### config.mk
export PLATFORM = sky130hd
export DESIGN_NAME = row_output_stage
export DESIGN_NICKNAME = d
export VERILOG_FILES = /design/src/rtl/pe_pkg.sv /design/src/rtl/row_out_fifo.sv /design/src/rtl/row_output_stage.sv
export SDC_FILE = /design/constraint.sdc
export NUM_CORES = 1
export LEC_CHECK = 0
export BUFFER_PORTS_ARGS = -buffer_cell sky130_fd_sc_hd__buf_2
export CAP_MARGIN = 20
export CORE_ASPECT_RATIO = 0.9
export CORE_UTILIZATION = 25
export DETAILED_ROUTE_END_ITERATION = 10
export RECOVER_POWER = 100
export SLEW_MARGIN = 20
export SYNTH_ARGS = -nofsm -noshare
export SYNTH_HDL_FRONTEND = slang
export SYNTH_SLANG_ARGS = --single-unit
### constraint.sdc
create_clock -name clk -period 6.95 [get_ports clk]
set_input_delay 0.695 -clock clk [delete_from_list [all_inputs] [get_ports clk]]
set_output_delay 0.695 -clock clk [all_outputs]
set_load 0.005 [all_outputs]
### src/rtl/pe_pkg.sv
// Shared types and widths for the systolic row: PE operand/result widths,
// accumulator width derivation, and the accumulator-to-data saturating clamp.
package pe_pkg;

  localparam int DATAWIDTH = 11;
  localparam int COLUMNS   = 64;
  localparam int ACCWIDTH  = 2 * DATAWIDTH + $clog2(COLUMNS);

  typedef logic signed [ACCWIDTH-1:0]  acc_t;
  typedef logic signed [DATAWIDTH-1:0] data_t;

  localparam logic signed [ACCWIDTH:0] SAT_HI = (ACCWIDTH+1)'((1 << (DATAWIDTH - 1)) - 1);
  localparam logic signed [ACCWIDTH:0] SAT_LO = ~SAT_HI;

  function automatic data_t sat_to_data(input logic signed [ACCWIDTH:0] v);
    data_t r;
    if (v > SAT_HI)      r = {1'b0, {(DATAWIDTH-1){1'b1}}};
    else if (v < SAT_LO) r = {1'b1, {(DATAWIDTH-1){1'b0}}};
    else                 r = v[DATAWIDTH-1:0];
    return r;
  endfunction

endpackage

### src/rtl/row_out_fifo.sv
// First-word fall-through FIFO: rdata shows the head whenever non-empty and
// reads as zero when empty. Push while full is accepted only alongside a pop.
module row_out_fifo #(
  parameter int WIDTH = 8,
  parameter int DEPTH = 4
) (
  input  logic             clk,
  input  logic             rst_n,
  input  logic             clr,
  input  logic             push,
  input  logic             pop,
  input  logic [WIDTH-1:0] wdata,
  output logic [WIDTH-1:0] rdata,
  output logic             full,
  output logic             empty
);

  localparam int AW = $clog2(DEPTH);

  logic [WIDTH-1:0] mem_q [DEPTH];
  logic [AW:0]      wr_ptr_q, wr_ptr_d;
  logic [AW:0]      rd_ptr_q, rd_ptr_d;
  logic             do_push, do_pop;

  // Extra pointer MSB distinguishes full from empty when the indices match.
  assign empty   = (wr_ptr_q == rd_ptr_q);
  assign full    = (wr_ptr_q[AW] != rd_ptr_q[AW]) && (wr_ptr_q[AW-1:0] == rd_ptr_q[AW-1:0]);
  assign do_pop  = pop && !empty;
  assign do_push = push && (!full || do_pop);
  assign rdata   = empty ? '0 : mem_q[rd_ptr_q[AW-1:0]];

  always_comb begin
    wr_ptr_d = wr_ptr_q;
    rd_ptr_d = rd_ptr_q;
    if (do_push) wr_ptr_d = wr_ptr_q + 1'b1;
    if (do_pop)  rd_ptr_d = rd_ptr_q + 1'b1;
  end

  always_ff @(posedge clk or negedge rst_n) begin
    if (!rst_n) begin
      wr_ptr_q <= '0;
      rd_ptr_q <= '0;
    end else if (clr) begin
      wr_ptr_q <= '0;
      rd_ptr_q <= '0;
    end else begin
      wr_ptr_q <= wr_ptr_d;
      rd_ptr_q <= rd_ptr_d;
    end
  end

  always_ff @(posedge clk) begin
    if (do_push && !clr) mem_q[wr_ptr_q[AW-1:0]] <= wdata;
  end

endmodule

### src/rtl/row_output_stage.sv
// East-edge drain of a systolic row: capture, round-half-up requantize with
// saturation, optional ReLU (macro ROW_OUT_RELU_EN), FIFO toward writeback.
module row_output_stage
  import pe_pkg::*;
#(
  parameter int datawidth  = DATAWIDTH,
  parameter int columns    = COLUMNS,
  parameter int accwidth   = 2 * datawidth + $clog2(columns),
  parameter int fifo_depth = 4
) (
  input  logic                         clk,
  input  logic                         rst_overall_n,
  input  logic                         rst_vals,
  input  logic signed [accwidth-1:0]   acc_in,
  input  logic                         acc_valid,
  input  logic [$clog2(accwidth)-1:0]  shift_amt,
  input  logic                         relu_en,
  output logic signed [datawidth-1:0]  out_data,
  output logic                         out_valid,
  input  logic                         out_ready,
  output logic                         fifo_full,
  output logic                         overflow_err
);

  localparam int SW = $clog2(accwidth);
  localparam int WW = accwidth + 1;
  localparam logic signed [WW-1:0] Q_HI = WW'((1 << (datawidth - 1)) - 1);
  localparam logic signed [WW-1:0] Q_LO = ~Q_HI;

  logic                        s1_vld_q;
  logic signed [accwidth-1:0]  s1_acc_q;
  logic [SW-1:0]               s1_shift_q;
  logic                        ovf_q, ovf_d;
  logic signed [WW-1:0]        ext, rnd, shifted;
  logic signed [datawidth-1:0] res_sat, res_d;
  logic                        fifo_empty;

  always_ff @(posedge clk or negedge rst_overall_n) begin
    if (!rst_overall_n) begin
      s1_vld_q   <= 1'b0;
      s1_acc_q   <= '0;
      s1_shift_q <= '0;
      ovf_q      <= 1'b0;
    end else if (rst_vals) begin
      s1_vld_q   <= 1'b0;
      s1_acc_q   <= '0;
      s1_shift_q <= '0;
      ovf_q      <= 1'b0;
    end else begin
      s1_vld_q <= acc_valid;
      if (acc_valid) begin
        s1_acc_q   <= acc_in;
        s1_shift_q <= shift_amt;
      end
      ovf_q <= ovf_d;
    end
  end

  // Shifts past the accumulator width collapse to the sign (0 or -1).
  always_comb begin
    ext = {s1_acc_q[accwidth-1], s1_acc_q};
    rnd = ext;
    if (s1_shift_q != '0) rnd = ext + (WW'(1) << (s1_shift_q - 1'b1));
    if ({1'b0, s1_shift_q} >= (SW+1)'(accwidth)) shifted = {WW{ext[WW-1]}};
    else                                         shifted = rnd >>> s1_shift_q;
    if (shifted > Q_HI)      res_sat = {1'b0, {(datawidth-1){1'b1}}};
    else if (shifted < Q_LO) res_sat = {1'b1, {(datawidth-1){1'b0}}};
    else                     res_sat = shifted[datawidth-1:0];
  end

`ifdef ROW_OUT_RELU_EN
  logic s1_relu_q;

  always_ff @(posedge clk or negedge rst_overall_n) begin
    if (!rst_overall_n)  s1_relu_q <= 1'b0;
    else if (rst_vals)   s1_relu_q <= 1'b0;
    else if (acc_valid)  s1_relu_q <= relu_en;
  end

  assign res_d = (s1_relu_q && res_sat[datawidth-1]) ? '0 : res_sat;
`else
  logic unused_relu;
  assign unused_relu = relu_en;
  assign res_d       = res_sat;
`endif

  // The array cannot stall: a result arriving at a full FIFO with no pop is lost.
  assign ovf_d        = ovf_q | (s1_vld_q & fifo_full & ~(out_ready & out_valid));
  assign overflow_err = ovf_q;
  assign out_valid    = !fifo_empty;

  row_out_fifo #(
    .WIDTH (datawidth),
    .DEPTH (fifo_depth)
  ) u_fifo (
    .clk   (clk),
    .rst_n (rst_overall_n),
    .clr   (rst_vals),
    .push  (s1_vld_q),
    .pop   (out_ready),
    .wdata (res_d),
    .rdata (out_data),
    .full  (fifo_full),
    .empty (fifo_empty)
  );

endmodule

After elaboration in Yosys (flattened, before gate mapping):

Memory sizes are Yosys's and may differ from the RTL's.
Index checks and enable logic that the tools add are counted.

* register bits after elaboration: 41
* RAM bits: 44
* input bits: 39
* output and inout port bits: 14
* word-level logic and storage cells: 53
* memories kept: 1

Memory list
* u_fifo.mem_q: depth 4, bits a word 11, read ports 1, clocked after memory_dff 0, write ports 1, RTL line row_out_fifo.sv:20 `logic [WIDTH-1:0] mem_q [DEPTH];`

* add/subtract/negate cells: 4
* magnitude comparators: 3
* equal/unequal tests: 3
* shifts and indexed selects: 2
* mux-type cells: 17
* bitwise logic cells: 5
* reductions and logical operators: 12

Operator list (count)
* $mux 29: 2
* $mux 28: 2
* $mux 11: 3
* $add 28x29->29: 1
* $gt 29x11->1 const B: 1
* $lt 29x11->1 const B: 1
* $shl 1x5->29 const A: 1
* $sshr 29x5->29: 1
* $mux 3: 4
* $mux 5: 2
* $add 3x1->3 const B: 2
* $reduce_bool 2->1: 3
* $ge 5x5->1 const B: 1
* $reduce_bool 5->1: 1
* $sub 5x1->5 const B: 1
* $logic_and 1x1->1: 4
* $mux 1: 4
* $and 1x1->1: 3
* $eq 3x3->1: 1
* $logic_not 1->1: 3
* $eq 2x2->1: 1
* $logic_or 1x1->1: 1
* $ne 1x1->1: 1
* $not 1->1: 1
* $or 1x1->1: 1

Longest topological paths before layout:

* word-level depth: 9
* depth in mapped cells: 23
* gate-level depth less buffers: 19

Hierarchy:

A second synthesis with hierarchy kept.

* cells, all modules: 1079
* area total of the unflattened synthesis: 8790.9 um^2

Modules (own cells, without submodules)
* row_output_stage: instances 1, cells an instance 954, area an instance 6631.4 um^2, seq. area each 875.8 um^2
* row_out_fifo: instances 1, cells an instance 125, area an instance 2159.6 um^2, seq. area each 1471.4 um^2

Worst setup path after synthesis:

Ideal clock, no wire load.

* path type: reg2reg
* start: reg s1_shift_q[2]
* end: mem u_fifo.mem_q[0][3] (netlist name), data pin
* setup time: 0.296 ns
* arrival: 5.012 ns
* slack: 1.642 ns
* cell stages (with the launch flop): 22
* buffers on the path: 7
* clock period less this slack: 5.308 ns
* cells stage by stage: dfrtp_1 > buf_2 > buf_1 > clkbuf_1 > clkbuf_1 > clkbuf_1 > nand3_1 > nor2_1 > ha_1 > buf_2 > nand2_1 > or4_1 > nand2b_1 > a31oi_1 > or2_1 > buf_2 > nand2_1 > o221a_2 > nor2b_1 > or3_1 > o41ai_4 > o31ai_1

* word-level cells in the longest chain between the ends: 9
* elaborated cells on any way between the ends: 12

Ends and longest elaborated chain
* from (decl): RTL line row_output_stage.sv:32 `logic [SW-1:0] s1_shift_q;`
* from (signal assigned): RTL line row_output_stage.sv:53 `s1_shift_q <= shift_amt;`
* $sub 5x1->5: RTL line row_output_stage.sv:63 `if (s1_shift_q != '0) rnd = ext + (WW'(1) << (s1_shift_q - 1'b1));`
* $shl 1x5->29: RTL line row_output_stage.sv:63
* $add 28x29->29: RTL line row_output_stage.sv:63
* $mux 29: RTL line row_output_stage.sv:63
* $sshr 29x5->29: RTL line row_output_stage.sv:65 `else shifted = rnd >>> s1_shift_q;`
* $mux 29 (*): RTL line row_output_stage.sv:64 `if ({1'b0, s1_shift_q} >= (SW+1)'(accwidth)) shifted = {WW{ext[WW-1]}};`
* $lt 29x11->1: RTL line row_output_stage.sv:67 `else if (shifted < Q_LO) res_sat = {1'b1, {(datawidth-1){1'b0}}};`
* $mux 11: RTL line row_output_stage.sv:67
* $mux 11 (*): RTL line row_output_stage.sv:66 `if (shifted > Q_HI) res_sat = {1'b0, {(datawidth-1){1'b1}}};`
* net res_d[3]: RTL line row_output_stage.sv:35 `logic signed [datawidth-1:0] res_sat, res_d;`
* to (decl): RTL line row_out_fifo.sv:20

Mark *: on every way through the listed nets, which the timed path passes. The rest lies on a longest branch.

Final worst setup path:

* start: reg s1_shift_q[4]
* end: mem u_fifo.mem_q[1][9] (netlist name), data pin

Same word-level chain as after synthesis.

==> metrics.yaml <==
status: "finished, violations left"
violations: "capacitance limit, slew limit"
highest_layer: "met4"
core_um2: 34190
synth_edf_count: 44
synth_nets: 1169
hold_viol_final: 0
hpwl_mm: 24.40
place_ws_ns: 0.8010
fin_cells: 1572
final_cell_mix: "162 x nor2_1, 108 x nand2_1, 70 x a21oi_1"
worst-path-buf-inv: 1
diodes: 0
drive_gt1_share_pct: 11.17
fp.dieH_um: 179.5
tritoncts: "yes"
fin_skew_ns: 0.01630
synth.cell_area_um2: 8750
clkSlewWorstSetupHoldPaths_ns: 0.07
syn_inst: 1096
layout_commonest_cell: "nor2_1"
fin_ws_ns: 0.5244
drv_cap: 2
synth.avg_cell_area_um2: 7.983
grt_pass1_wl_mm: 50.25
cts_sinks: 85
dp_cells: 1556
postCtsSetupBuffers: 0
die_area_um2: 35750
power_density_nw_per_um2: 170.2
vias: 9088
rows: 64
worst_pin_slew_ns: 2.653
cts_root_buffer: "clkbuf_16"
crit_family: "compound AO/OA/AOI/OAI gates"
antenna_found_initial: 0
crit_path_top_delay_cell: "o41ai_2"
ys_types: 95
setup_viol: 0
grt_setup_unrepaired: "no"
gp_congestion: 0.9885
cts.path.max_buffers: 2
hold_path_class: "reg -> reg"
wl_met3_mm: 3.391
ys_ff_latch: 85
die_w_um: 199.2
setup.worst_path.start_class: "register"
drc: 0
grtUsageTotal_pct: 18.26
grt_max_degree: 44
crit_path_cell_trace: "buf_4 > nor2_1 > nand2_1 > nor2_1 > ha_1 > o211ai_1 > a21o_1 > a21oi_1 > o21a_1 > o21ai_1 > and4_1 > or2_1 > nand2_1 > o221a_2 > nor2b_1 > or3_1 > o41ai_2 > o31ai_1"
synth_ff_type: "edfxtp_1"
synth_seq_area_share_pct: 26.83
cpPeakStageDelay_ns: 0.72
drt-met1-wl_mm: 14.70
post-route-period-util_pct: 92.45
ant_nets: 0
drv_slew: 77
fmax_mhz: 155.6
synth-async-reset-ratio_pct: 48.24
clkLatencyLatePin_ns: 0.37
p_leak_nw: 3.559
layout.nets: 1178
port_buffers: 51
drt-total-wl_mm: 32.45
grt-ovfl-total: 0
end_kind: "register"
wl_per_cell_um: 20.64
drt_iter0_drc: 1123
initial_utilization_pct: 25.59
path_class: "reg -> reg"
synth-warning-count: 0
ios: 53
relSlewSlack_pct: -76.88
ctsHoldBuffers: 0
cts_buffers: 9
vias_per_cell: 5.781
whs_ns: 0.5115
htree_levels: 3
period_needed_ns: 6.426
grt_pass1_vias: 8517
critPathRequiredTime_ns: 6.98
syn_to_final_growth_pct: 10.55
critPathArrivalTime_ns: 6.46
wl_met2_mm: 13.45
ir_worst_vdd_mv: 0.1406
crit_path_max_fanout: 35
ctsResizeCount: 0
setup_tns_ns: 0
dr.pass1.iters: 8
[where the power goes]
part	internal [W]	switching, W
combinational	0.000213	0.000369
clock	0.000252	0.000232
sequential	0.000551	0.0000290
total	0.00102	0.000630
[worst paths after layout]
path	startpoint	end	slack (ns)	cells past startpoint
min in group asynchronous	rst_overall_n	s1_acc_q[18]	1.27	2
max in group asynchronous	rst_overall_n	s1_acc_q[0]	4.15	2
worst max register to register	s1_shift_q[4]	u_fifo.mem_q[1][9]	0.52	18
worst min-delay path	overflow_err	overflow_err	0.51	2
worst max-delay path	s1_shift_q[4]	u_fifo.mem_q[1][9]	0.52	18
worst min register to register	overflow_err	overflow_err	0.51	2
[registers in the layout (all words and copies together) (netlist names)]
signal           count
u_fifo.mem_q        44
s1_acc_q            28
s1_shift_q           5
u_fifo.rd_ptr_q      3
u_fifo.wr_ptr_q      3
overflow_err         1
s1_vld_q             1
[area by class of cell]
class | count | area [um2]
clock buffers | 9 | 225.2
clock inverters | 7 | 68.82
flip-flops and latches | 85 | 2347
well taps | 462 | 578.1
repair buffers | 75 | 411.6
multi-input cells | 913 | 5963
inverters | 21 | 78.83
fillers | 3747 | 24520
[logic make-up (layout without fill, tap and decap cells)]
family / after synthesis / after routing / synth area share (%)
AND/OR/NAND/NOR: 451 / 451 / 24.44
buffers and inverters: 98 / 112 / 4.833
flip-flops: 85 / 85 / 26.83
adder cells (fa/ha/maj): 34 / 34 / 4.948
multiplexers: 64 / 64 / 9.395
XOR/XNOR: 19 / 19 / 1.902
AO/OA/AOI/OAI: 345 / 345 / 27.66
[worst reg2reg max path, delay by kind of cell (launching register included)]
kind | cells | cell delay, ns
compound gates | 8 | 2.59
fa+ha+maj | 1 | 0.31
buf+inv | 1 | 0.27
flops | 1 | 0.42
simple gates | 8 | 2.51
[Yosys cell counts, drive strengths merged, types with 7 or more instances]
cell,count,share of area [%]
or3,7,0.50
nand2b,7,0.50
nand3,35,2.0
ha,33,4.7
o21ai,81,4.7
dfrtp,41,12
mux4,14,3.6
inv,18,0.77
o21a,14,1.2
or2,7,0.50
nand4,21,1.5
nor2,163,7.1
a211oi,12,1.1
o211ai,28,2.5
a22oi,8,0.69
nand2,109,4.7
buf,38,2.3
xnor2,14,1.4
a31oi,16,1.1
a21o,18,1.6
a21oi,73,4.3
a221oi,9,0.97
o31ai,8,0.74
clkbuf,39,1.7
mux2i,48,5.5
nor2b,15,1.2
and2,13,0.93
nor3,41,2.6
edfxtp,44,15
[per-stage QoR]
step,cell area (um2),utilization (%),power (W)
after floorplan,8750,-,0.0009816
after global placement,9419,27.55,0.001162
after detailed placement,9419,27.55,0.001166
after CTS,9713,28.41,0.001655
after global routing,9673,28.29,0.001732
final,9673,28.29,0.001647
[routing by layer]
metal,up-vias,GRT usage [%]
met5,-,0
met4,0,5.815
met1,4380,26.19
met2,471,25.56
li1,4166,-
met3,71,5.741
Note: power is estimated with default switching activity, not from simulation.
